`src/rtl/matrix_uart_tx.sv`:
```
// ---------------------------------------------------------------------------
// matrix_uart_tx
//   Prints an m x n matrix of unsigned bytes through a byte-wide UART
//   transmitter as decimal ASCII text. Elements in a row are separated by a
//   space and each row ends with CR LF. Leading zeros are suppressed.
//
// Ports
//   clk          rising-edge clock
//   rst_n        asynchronous active-low reset
//   start        print request, sampled only while idle
//   matrix_flat  row-major elements, element (i,j) at [(i*n+j)*8 +: 8]
//   m, n         row / column count (1..MAX_DIM legal)
//   tx_busy      transmitter busy flag
//   tx_data      byte to transmit (valid with tx_start, then held)
//   tx_start     one-cycle load strobe for the transmitter
//   busy         high whenever a job is in progress
//   done         one-cycle pulse after the last byte has left the transmitter
//   error        one-cycle pulse when the requested dimensions are illegal
//   dbg_state    current FSM state, for checkers and waveforms
//
// Transmitter handshake: a byte is handed over in a cycle where tx_start=1,
// which is only ever driven while tx_busy=0. The block then waits for the
// transmitter to raise tx_busy (accepted) and to drop it again (finished)
// before offering the next byte.
// ---------------------------------------------------------------------------
module matrix_uart_tx #(
  parameter int MAX_DIM = 5
) (
  input  logic                           clk,
  input  logic                           rst_n,
  input  logic                           start,
  input  logic [MAX_DIM*MAX_DIM*8-1:0]   matrix_flat,
  input  logic [2:0]                     m,
  input  logic [2:0]                     n,
  input  logic                           tx_busy,
  output logic [7:0]                     tx_data,
  output logic                           tx_start,
  output logic                           busy,
  output logic                           done,
  output logic                           error,
  output logic [2:0]                     dbg_state
);

  localparam int NUM_EL = MAX_DIM * MAX_DIM;
  localparam int IW     = $clog2(NUM_EL);
  localparam logic [IW-1:0] LAST_IDX  = IW'(NUM_EL - 1);
  localparam logic [2:0]    MAX_DIM3  = 3'(MAX_DIM);

  // Which character of the current element is being offered next.
  localparam logic [2:0] P_HUND = 3'd0;
  localparam logic [2:0] P_TENS = 3'd1;
  localparam logic [2:0] P_ONES = 3'd2;
  localparam logic [2:0] P_SEP  = 3'd3;  // space, or CR at end of row
  localparam logic [2:0] P_LF   = 3'd4;  // LF at end of row

  typedef enum logic [2:0] {
    S_IDLE      = 3'd0,
    S_LOAD      = 3'd1,
    S_SEND      = 3'd2,
    S_WAIT_BUSY = 3'd3,
    S_WAIT_IDLE = 3'd4,
    S_DONE      = 3'd5,
    S_ERR       = 3'd6
  } state_t;

  state_t state, state_nxt;

  logic [7:0]    elem_q [NUM_EL];
  logic [2:0]    m_q, n_q;
  logic [2:0]    row_q, col_q;
  logic [IW-1:0] idx_q;
  logic [2:0]    part_q;
  logic          last_q;     // final LF has been handed over
  logic [7:0]    tx_data_q;  // last byte handed over

  logic [7:0]    cur_el, next_el, dig_h, dig_t, dig_o, rem_h, cur_char;
  logic [IW-1:0] next_idx;
  logic          dims_bad, col_last, row_last;

  // First character of an element: skip leading zero digits.
  function automatic logic [2:0] first_part(input logic [7:0] v);
    if (v >= 8'd100)     first_part = P_HUND;
    else if (v >= 8'd10) first_part = P_TENS;
    else                 first_part = P_ONES;
  endfunction

  // ---------------- character generation ----------------
  always_comb begin
    cur_el   = elem_q[idx_q];
    dig_h    = cur_el / 8'd100;
    rem_h    = cur_el - dig_h * 8'd100;
    dig_t    = rem_h / 8'd10;
    dig_o    = rem_h - dig_t * 8'd10;
    next_idx = idx_q + IW'(1);
    next_el  = (idx_q != LAST_IDX) ? elem_q[next_idx] : 8'd0;
    col_last = (col_q == n_q - 3'd1);
    row_last = (row_q == m_q - 3'd1);
    dims_bad = (m_q == 3'd0) || (m_q > MAX_DIM3) ||
               (n_q == 3'd0) || (n_q > MAX_DIM3);
    case (part_q)
      P_HUND:  cur_char = 8'h30 + dig_h;
      P_TENS:  cur_char = 8'h30 + dig_t;
      P_ONES:  cur_char = 8'h30 + dig_o;
      P_SEP:   cur_char = col_last ? 8'h0D : 8'h20;
      P_LF:    cur_char = 8'h0A;
      default: cur_char = 8'h00;
    endcase
  end

  // ---------------- FSM: state register ----------------
  always_ff @(posedge clk or negedge rst_n) begin
    if (!rst_n) state <= S_IDLE;
    else        state <= state_nxt;
  end

  // ---------------- FSM: next state ----------------
  always_comb begin
    state_nxt = state;
    case (state)
      S_IDLE:      if (start)    state_nxt = S_LOAD;
      S_LOAD:      state_nxt = dims_bad ? S_ERR : S_SEND;
      S_SEND:      if (!tx_busy) state_nxt = S_WAIT_BUSY;
      S_WAIT_BUSY: if (tx_busy)  state_nxt = S_WAIT_IDLE;
      S_WAIT_IDLE: if (!tx_busy) state_nxt = last_q ? S_DONE : S_SEND;
      S_DONE:      state_nxt = S_IDLE;
      S_ERR:       state_nxt = S_IDLE;
      default:     state_nxt = S_IDLE;
    endcase
  end

  // ---------------- FSM: outputs ----------------
  // tx_data shows the fresh character in the strobe cycle and the held copy
  // otherwise, so it never changes between two strobes.
  always_comb begin
    tx_start  = (state == S_SEND) && !tx_busy;
    busy      = (state != S_IDLE);
    done      = (state == S_DONE);
    error     = (state == S_ERR);
    tx_data   = tx_start ? cur_char : tx_data_q;
    dbg_state = state;
  end

  // ---------------- datapath ----------------
  always_ff @(posedge clk or negedge rst_n) begin
    if (!rst_n) begin
      for (int k = 0; k < NUM_EL; k++) elem_q[k] <= 8'd0;
      m_q       <= 3'd0;
      n_q       <= 3'd0;
      row_q     <= 3'd0;
      col_q     <= 3'd0;
      idx_q     <= '0;
      part_q    <= P_HUND;
      last_q    <= 1'b0;
      tx_data_q <= 8'd0;
    end else begin
      if (state == S_IDLE && start) begin
        for (int k = 0; k < NUM_EL; k++) elem_q[k] <= matrix_flat[k*8 +: 8];
        m_q <= m;
        n_q <= n;
      end
      if (state == S_LOAD) begin
        row_q  <= 3'd0;
        col_q  <= 3'd0;
        idx_q  <= '0;
        part_q <= first_part(elem_q[0]);
        last_q <= 1'b0;
      end
      if (tx_start) begin
        tx_data_q <= cur_char;
        case (part_q)
          P_HUND: part_q <= P_TENS;
          P_TENS: part_q <= P_ONES;
          P_ONES: part_q <= P_SEP;
          P_SEP: begin
            if (col_last) begin
              part_q <= P_LF;
            end else begin
              col_q  <= col_q + 3'd1;
              idx_q  <= next_idx;
              part_q <= first_part(next_el);
            end
          end
          P_LF: begin
            if (row_last) begin
              last_q <= 1'b1;
            end else begin
              row_q  <= row_q + 3'd1;
              col_q  <= 3'd0;
              idx_q  <= next_idx;
              part_q <= first_part(next_el);
            end
          end
          default: part_q <= P_ONES;
        endcase
      end
    end
  end

endmodule

```
`config.mk`:
```
export PLATFORM = sky130hd
export DESIGN_NAME = matrix_uart_tx
export DESIGN_NICKNAME = d
export VERILOG_FILES = /design/src/rtl/matrix_uart_tx.sv
export SDC_FILE = /design/constraint.sdc
export NUM_CORES = 1
export LEC_CHECK = 0
export CAP_MARGIN = 0
export CORE_MARGIN = 5
export CORE_UTILIZATION = 30
export CTS_CLUSTER_SIZE = 12
export DETAILED_ROUTE_END_ITERATION = 6
export HOLD_SLACK_MARGIN = 0.03
export PLACE_DENSITY = 0.58
export REMOVE_ABC_BUFFERS = 1
export SLEW_MARGIN = 25
export SYNTH_ARGS = -nofsm -noshare
export SYNTH_HDL_FRONTEND = slang
export SYNTH_SLANG_ARGS = --single-unit
```
`constraint.sdc`:
```
create_clock -name clk -period 13.6 [get_ports clk]
set_input_delay 2.04 -clock clk [delete_from_list [all_inputs] [get_ports clk]]
set_output_delay 2.04 -clock clk [all_outputs]
set_load 0.005 [all_outputs]
```
* Yosys cells after proc, flatten, opt, wreduce, memory -nomap -nowiden
Index checks and enable logic that the tools add are counted.
** Word-level totals
- Memory bits (read-only) :: 0
- Memories kept :: 0
- Memory bits (writable) :: 0
- Bits in latches :: 0
- Output and inout bits :: 15
- Logic and storage cells :: 131
- Input port bits :: 210
- Bits in registers :: 232
** Operators by class
- Shift-type cells :: 0
- $lt $le $gt $ge :: 8
- Multiplexer cells :: 44
- Multipliers :: 2
- Divide/modulo/power cells :: 2
- Add/subtract/negate cells :: 10
- Reductions and logical operators :: 12
- Bitwise logic cells :: 2
- Equal/unequal tests :: 17
** Operators with widths (number)
- $bmux 8 s5 :: 2
- $mux 3 :: 18
- $mux 8 :: 6
- $pmux 8 s5 :: 1
- $add 6x8->8 const A :: 3
- $mux 5 :: 4
- $ge 8x4->1 const B :: 2
- $ge 8x7->1 const B :: 2
- $sub 8x8->8 :: 2
- $pmux 3 s5 :: 1
- $eq 3x2->1 const B :: 4
- $eq 3x3->1 const B :: 4
- $ge 6x6->1 const B :: 2
- $logic_not 3->1 :: 4
- $not 5->6 :: 2
- $pmux 3 s4 :: 1
- $pmux 5 s2 :: 1
- $div 8x4->8 const B :: 1
- $div 8x7->8 const B :: 1
- $mul 8x3->7 const B :: 1
- $mul 8x5->6 const B :: 1
- $mux 2 :: 4
- $ne 2x2->1 const B :: 4
- $add 3x1->3 const B :: 2
- other kinds (14) :: 24

* Longest topological paths before layout
Gate-level depths: netlist (run 1).
- Depth after elaboration :: 13
- Depth in mapped cells :: 46
- Depth with buffers taken out :: 39

* Worst setup path before layout (run 1)
OpenSTA, ideal clock, no wires.
- Path kind :: register -> output
- Start point :: register idx_q[0]
- End point :: output port tx_data[7]
- Data required time :: 11560 ps
- Path slack :: 3444 ps
- Buffers on the path :: 8
- Arrival time :: 8116 ps
- Cell stages (with the launch flop) :: 41
- Path through :: dfrtp_1 > buf_6 > buf_6 > buf_6 > buf_6 > buf_4 > buf_2 > mux4_2 > mux4_2 > mux2i_1 > a311oi_1 > a21oi_1 > ha_1 > ha_1 > clkbuf_1 > a21o_1 > a41oi_2 > xnor3_2 > [... 5 more ...] > and2b_1 > nor3b_1 > a21oi_1 > nand2_1 > ha_1 > ha_1 > inv_1 > fa_1 > inv_1 > ha_1 > inv_1 > ha_1 > inv_1 > o21bai_1 > a21oi_1 > xnor2_1 > xnor2_1 > a32o_1
** Between the ends
- Cells in the longest elaborated chain, start to end :: 13
- Elaborated cells between the ends (all ways) :: 15
- Those cells by class :: add/sub: 5; mul: 2; div: 2; mux: 5; bitwise: 1
** Ends and longest elaborated chain
- from (decl) :: line 71 : logic [IW-1:0] idx_q;
- from (signal assigned) :: line 179 : idx_q <= next_idx;
- from (signal assigned) :: line 189 : idx_q <= next_idx;
- $not 5->6 (not written as such) * :: line 89 : cur_el = elem_q[idx_q];
- $bmux 8 s5 * :: line 89
- $mux 8 (not written as such) * (2 in a row) :: line 89
- $div 8x7->8 :: line 90 : dig_h = cur_el / 8'd100;
- $mul 8x5->6 :: line 91 : rem_h = cur_el - dig_h * 8'd100;
- $sub 8x8->8 :: line 91
- $div 8x4->8 :: line 92 : dig_t = rem_h / 8'd10;
- $mul 8x3->7 :: line 93 : dig_o = rem_h - dig_t * 8'd10;
- $sub 8x8->8 :: line 93
- $add 6x8->8 :: line 103 : P_ONES: cur_char = 8'h30 + dig_o;
- $pmux 8 s5 * :: line 100 : case (part_q)
- $mux 8 *
- to (decl) :: line 36 : output logic [7:0] tx_data,
Mark *: on every way between the ends. The rest lies on a longest branch, timed or not. The select of a mux whose other input is x is not followed.

* Final worst setup path (run 1)
- Start point :: register idx_q[1]
- End point :: output port tx_data[7]
The elaborated chain is that of the path after synthesis.

==> results of run 1 <==
==> final timing paths <==
path	end	slack, ns	cells after the start
setup reg to reg	tx_data_q[7]	4.64	33
setup / recovery	tx_data[7]	1.68	34
min in group asynchronous	elem_q[120]	1.47	1
hold reg to reg	tx_data_q[4]	0.48	2
max in group asynchronous	idx_q[0]	10.08	3
hold / removal	tx_data_q[4]	0.48	2
==> layer usage <==
| layer | GRT usage [%] | share of wire [%] |
|---|---|---|
| met1 | 22.1 | 45 |
| met2 | 25.2 | 47 |
| met3 | 3.59 | 5.8 |
| met4 | 3.75 | 2.6 |
| met5 | 0 | 0.16 |
==> state kept, by name (all words and copies together) (netlist names) <==
name       count
elem_q       200
idx_q          5
last_q         1
row_q          3
n_q            3
tx_data_q      8
m_q            3
part_q         3
col_q          3
dbg_state      3
==> worst register-to-register path, delay by kind of cell (launching register included) <==
kind / cells / cell delay, ns
AOI/OAI and AO/OA: 11 / 2.21
xor gates and xnor gates: 3 / 0.70
adders and majority gates: 8 / 2.29
buffers and inverters: 4 / 0.23
DFF: 1 / 0.97
muxes: 3 / 1.55
and+or+nand+nor: 4 / 0.84
==> metrics by stage <==
stage               hold slack [ns]  TNS [ns]  util (%)
floorplan                     0.455  -2366.57         -
global placement              0.460         0      36.4
detailed placement            0.465         0      36.4
CTS                           0.483         0      38.6
global route                  0.521         0      38.7
finish                        0.476         0      38.7
==> cell type report <==
type / instances / area (sq um)
Antenna cell: 4 / 10.0
Clock buffer: 34 / 753
Tap cell: 600 / 751
Multi-Input combinational cell: 766 / 7410
Inverter: 36 / 135
Timing Repair Buffer: 240 / 2390
Clock inverter: 18 / 268
Sequential cell: 232 / 5810
Fill cell: 4427 / 27800
==> cells in the final DEF (no fill, tap or decap), types with 14 or more instances in the layout <==
master,netlist,final
sky130_fd_sc_hd__mux2i_1,22,22
sky130_fd_sc_hd__clkdlybuf4s50_1,0,223
sky130_fd_sc_hd__dfrtp_1,232,229
sky130_fd_sc_hd__mux4_2,82,82
sky130_fd_sc_hd__xnor2_1,21,19
sky130_fd_sc_hd__clkbuf_16,0,28
sky130_fd_sc_hd__buf_4,3,14
sky130_fd_sc_hd__mux2_2,209,209
sky130_fd_sc_hd__ha_1,32,31
sky130_fd_sc_hd__a21oi_1,42,42
sky130_fd_sc_hd__o21ai_0,39,39
sky130_fd_sc_hd__nor2_1,26,26
sky130_fd_sc_hd__nand2_1,101,101
sky130_fd_sc_hd__nand3_1,23,23
sky130_fd_sc_hd__inv_1,33,33
==> logic make-up after synthesis <==
kind of cell	after synthesis	synth area share, %
adder cells (fa/ha/maj)	35	3.37
buffers and inverters	111	3.72
XOR/XNOR	31	2.20
flip-flops	232	42.4
multiplexers	314	32.4
AND/OR/NAND/NOR	216	7.57
AO/OA/AOI/OAI	170	8.25
==> flow_summary.toml, run 1 <==
[run_status]
run_status = "complete, no violations"

[flow_run]
cap_viol_max_count = 0

[logic_synthesis]
ys_top_cells_by_area = "sky130_fd_sc_hd__dfrtp_1 (42%), sky130_fd_sc_hd__mux2_2 (17%), sky130_fd_sc_hd__mux4_2 (14%), sky130_fd_sc_hd__ha_1 (2.9%), sky130_fd_sc_hd__nand2_1 (2.8%)"
postSynthAreaPerCell_sq_um = 12.3
synth_ff_type = "sky130_fd_sc_hd__dfrtp_1"
netlist_area_sq_um = 13700
synthCells = 1109
synth_top_cell_by_area = "sky130_fd_sc_hd__dfrtp_1"
synth.yosys.seq_area_share_pct = 42.4
post_synth_edffs = 0
yosysMostFrequentCell = "sky130_fd_sc_hd__dfrtp_1"
netlist-cell-type-count = 74
ys_ff_latch = 232
async_sr_flop_fraction_pct = 100
synthesis_warnings = 0
synthDominantCellAreaShare_pct = 42.4
yosys-top-cells-count = "sky130_fd_sc_hd__dfrtp_1 (232), sky130_fd_sc_hd__mux2_2 (209), sky130_fd_sc_hd__nand2_1 (101), sky130_fd_sc_hd__mux4_2 (82), sky130_fd_sc_hd__clkbuf_1 (52)"

[timing]
final_period_minus_worst_setup_slack_ns = 11.92
min_period_over_period_pct = 87.6
finalMaxSlewViolations = 0
final-setup-viol-count = 0
fmaxAchievable_mhz = 83.9
timing_hold_violations_final = 0
post-route-worst-setup-slack_ns = 1.68
timing.clock.skew_ns = 0.0402
tightestPinTransition_ns = 0.923
slew_headroom_pct = 38.5
grt_setup_unrepaired = "false"

[critical_path]
critical-path-top-cell-by-count = "sky130_fd_sc_hd__ha_1"
criticalPathCategory = "flop to output pin"
worst_ep_required_time_ns = 11.56
critical_path.startpoint = "idx_q[1]"
crit_path_top_delay_cell = "sky130_fd_sc_hd__dfrtp_2"
rr_startpoint = "idx_q[1]"
buf_inv_on_cp = 5
cpLargestDelayFamily = "adder cells"
worst_setup_path_end_kind = "output pin"
critical_path.startpoint_type = "flop"
worst_path_largest_cell_delay_ns = 0.97
worst-endpoint-arrival_ns = 9.88
cp_max_fo = 28

[worst_hold_path]
timing.hold.worst.start = "tx_data_q[4]"
worst_hold_path_type = "flop to flop"

[final_layout]
finalNetCount = 1549
fin_cells = 1930
areaGrowthSynthToFinish_pct = 28.2
final_layout_size_suffix_gt1_share_pct = 28.7
fin_area_sq_um = 17500

[detailed_routing]
drtAntennaViolNets = 0
first_pass_iters = 5
routedWlPerCell_um = 20.9
drt_drc_violations_left = 0
detailedRoute.firstIterationViolations = 596
avgViaCountPerCell = 5.15
postRouteWirelength_mm = 40.4
dr_total_vias = 9936

[global_route]
antenna_found_initial = 7
grt_first_pass_wirelength_mm = 62.9
grtUsageTotal_pct = 15.8
grt_overflow_total = 0
grt_start_max_net_pins = 91
grt_pass1_vias = 10400

[placed_design]
dp_hpwl_mm = 30.0
dp_worst_setup_slack_ns = 2.28
placed_cells_incl_taps = 1873
detailed_place.area_sq_um = 16500
placement.io_buffers = 224
finalWeightedCongestion = 0.872

[clock_tree]
postCtsSetupRepairBufs = 0
cts_tree = "done"
cts_inserted_buffers = 28
cts_root_buffer = "sky130_fd_sc_hd__clkbuf_16"
post_cts.resized_instances = 0
worst_setup_hold_path_clk_slew_ns = 0.06
htree_num_levels = 1
cts-root-to-sink-buffers = 3
cts_hold_buffers = 0
cts_sinks = 232
clock_latency_on_the_worst_skew_pair_ns = 0.58

[floorplan]
io-pin-count = 225
die_area_sq_um = 50000
core.rowCount = 78
initial_utilization_pct = 30.2
floorplan.die.height_um = 224
core_area_sq_um = 45300
chipWidth_um = 224
Power of run 1 is not shown: default switching activity piles up to over one toggle a cycle in this logic, so the estimate is an artifact.
==> run 2, diff against run 1 <==
--- a/config.mk
+++ b/config.mk
@@ -5,7 +5,7 @@
 export SDC_FILE = /design/constraint.sdc
 export NUM_CORES = 1
 export LEC_CHECK = 0
-export CAP_MARGIN = 0
+export CAP_MARGIN = 20
 export CORE_MARGIN = 5
 export CORE_UTILIZATION = 30
 export CTS_CLUSTER_SIZE = 12
@@ -13,6 +13,7 @@
 export HOLD_SLACK_MARGIN = 0.03
 export PLACE_DENSITY = 0.58
 export REMOVE_ABC_BUFFERS = 1
+export SKIP_CTS_REPAIR_TIMING = 1
 export SLEW_MARGIN = 25
 export SYNTH_ARGS = -nofsm -noshare
 export SYNTH_HDL_FRONTEND = slang
==> results of run 2 <==
No change in the layout: final DEF, timing and power equal those of run 1.
Power of run 2 is left out for the same reason.
==> run 3, diff against run 2 <==
--- a/config.mk
+++ b/config.mk
@@ -8,6 +8,7 @@
 export CAP_MARGIN = 20
 export CORE_MARGIN = 5
 export CORE_UTILIZATION = 30
+export CTS_BUF_LIST = sky130_fd_sc_hd__clkbuf_8
 export CTS_CLUSTER_SIZE = 12
 export DETAILED_ROUTE_END_ITERATION = 6
 export HOLD_SLACK_MARGIN = 0.03
==> constraint.sdc (replaced) <==
create_clock -name clk -period 11.9 [get_ports clk]
set_input_delay 1.785 -clock clk [delete_from_list [all_inputs] [get_ports clk]]
set_output_delay 1.785 -clock clk [all_outputs]
set_load 0.005 [all_outputs]
==> run 3 against run 2 <==
Non-clock buffer count is 4 higher. Critical path depth is 3 higher. Via count is 2.7% higher. Critical endpoint unchanged. Highest routed layer is now met4. Register-to-register slack worse by 1.1 ns. Sequential share of layout area is 0.23 points higher. Cell count is 1.2% higher.
==> flow_summary.toml, run 3 (synthesized netlist as in run 1, its figures left out) <==
[global_route]
grt_first_pass_wirelength_mm = 63.6
grt_pass1_vias = 10600
grt_start_max_net_pins = 94
grtUsageTotal_pct = 16.3
grt_overflow_total = 0
antenna_found_initial = 3

[floorplan]
core.rowCount = 78
floorplan.die.height_um = 224
io-pin-count = 225
core_area_sq_um = 45300
chipWidth_um = 224
initial_utilization_pct = 30.2
die_area_sq_um = 50000

[detailed_routing]
postRouteWirelength_mm = 41.5
routedWlPerCell_um = 21.3
detailedRoute.firstIterationViolations = 720
first_pass_iters = 5
dr_total_vias = 10200
drt_drc_violations_left = 0
drtAntennaViolNets = 0
avgViaCountPerCell = 5.23

[final_layout]
largest_register_ffs = 200
max_flop_register = "elem_q"
final_layout_size_suffix_gt1_share_pct = 29.3
multi_input_comb_area_sq_um = 7430
most_frequent_cells_in_the_layout = "sky130_fd_sc_hd__dfrtp_1 (229), sky130_fd_sc_hd__clkdlybuf4s50_1 (223), sky130_fd_sc_hd__mux2_2 (209), sky130_fd_sc_hd__nand2_1 (101), sky130_fd_sc_hd__mux4_2 (82)"
top_regs = "elem_q (200), tx_data_q (8), idx_q (5)"
sequential_cell_area_sq_um = 5810
areaGrowthSynthToFinish_pct = 27.3
mostFrequentLayoutCell = "sky130_fd_sc_hd__dfrtp_1"
finalNetCount = 1569
fillerInstances = 4439
fin_area_sq_um = 17400

[timing]
tns_ns = 0
slew_headroom_pct = 35.9
timing_hold_violations_final = 0
finalMaxSlewViolations = 0
timing.clock.skew_ns = 0.0426
tightestPinTransition_ns = 0.961
final-setup-viol-count = 0
final_period_minus_worst_setup_slack_ns = 11.17
grt_setup_unrepaired = "false"
min_period_over_period_pct = 93.9
fmaxAchievable_mhz = 89.5

[clock_tree]
cts_tree = "done"
htree_num_levels = 2
cts_root_buffer = "sky130_fd_sc_hd__clkbuf_8"
cts-root-to-sink-buffers = 3
worst_setup_hold_path_clk_slew_ns = 0.06
cts_sinks = 232
cts_inserted_buffers = 44
clock_latency_on_the_worst_skew_pair_ns = 0.61

[critical_path]
criticalPathCategory = "flop to output pin"
cp_max_fo = 17
critical_path.startpoint_type = "flop"
worst_ep_required_time_ns = 10.12
critical-path-top-cell-by-count = "sky130_fd_sc_hd__ha_1"
worst_setup_path_end_kind = "output pin"
worst-endpoint-arrival_ns = 9.39
crit_path_top_delay_cell = "sky130_fd_sc_hd__dfrtp_1"
worst_path_largest_cell_delay_ns = 0.79

[placed_design]
detailed_place.area_sq_um = 16500
placement.io_buffers = 224
dp_hpwl_mm = 30.1
finalWeightedCongestion = 0.844

[run_status]
run_status = "complete, no violations"

[worst_hold_path]
worst_hold_path_type = "flop to flop"

[flow_run]
cap_viol_max_count = 0
==> run 3: cell type report <==
class	count	area share, %
antenna	3	0.0431
clock buffer	52	4.11
clock inverter	20	0.647
inverter	36	0.776
multi-input combinational	766	42.7
sequential	232	33.4
tap	600	4.31
timing repair buffer	244	14.1
==> run 3: stage by stage <==
step / hold WS (ns) / worst slack, ns / instances / utilization, %
after global placement: 0.456 / 1.16 / 1873 / 36.4
after floorplan: 0.455 / -12.96 / 1034 / -
after CTS: 0.489 / 0.190 / 1945 / 38.2
after detailed placement: 0.477 / 0.847 / 1873 / 36.4
after global routing: 0.517 / 0.0191 / 1952 / 38.5
final: 0.476 / 0.727 / 1953 / 38.5
==> run 3: worst paths after layout <==
| check | startpoint | endpoint | slack [ns] | cells past startpoint |
|---|---|---|---|---|
| max | idx_q[3] | tx_data[7] | 0.73 | 37 |
| min | tx_data_q[4] | tx_data_q[4] | 0.48 | 2 |
| max reg2reg | idx_q[3] | tx_data_q[7] | 3.49 | 36 |
| min reg2reg | tx_data_q[4] | tx_data_q[4] | 0.48 | 2 |
| max in group asynchronous | rst_n | idx_q[0] | 9.21 | 2 |
| min in group asynchronous | rst_n | row_q[2] | 1.21 | 1 |
==> run 3: worst max-delay path: cells and delay by family (launching register included) <==
family	cells	cell delay (ns)
compound gates	11	2.02
xor+xnor	3	0.74
fa+ha+maj	7	1.89
buf+inv	7	1.21
flops	1	0.79
simple gates	9	2.12
==> run 3: metal layers <==
metal  global-route usage [%]  share of wire, %  routed length, um
met1                     23.4                46              19100
met5                        0                 0                  0
met2                     24.8                45              18700
met4                     5.02               2.4               1020
met3                     3.33               6.6               2740
Power of run 3 is left out for the same reason.
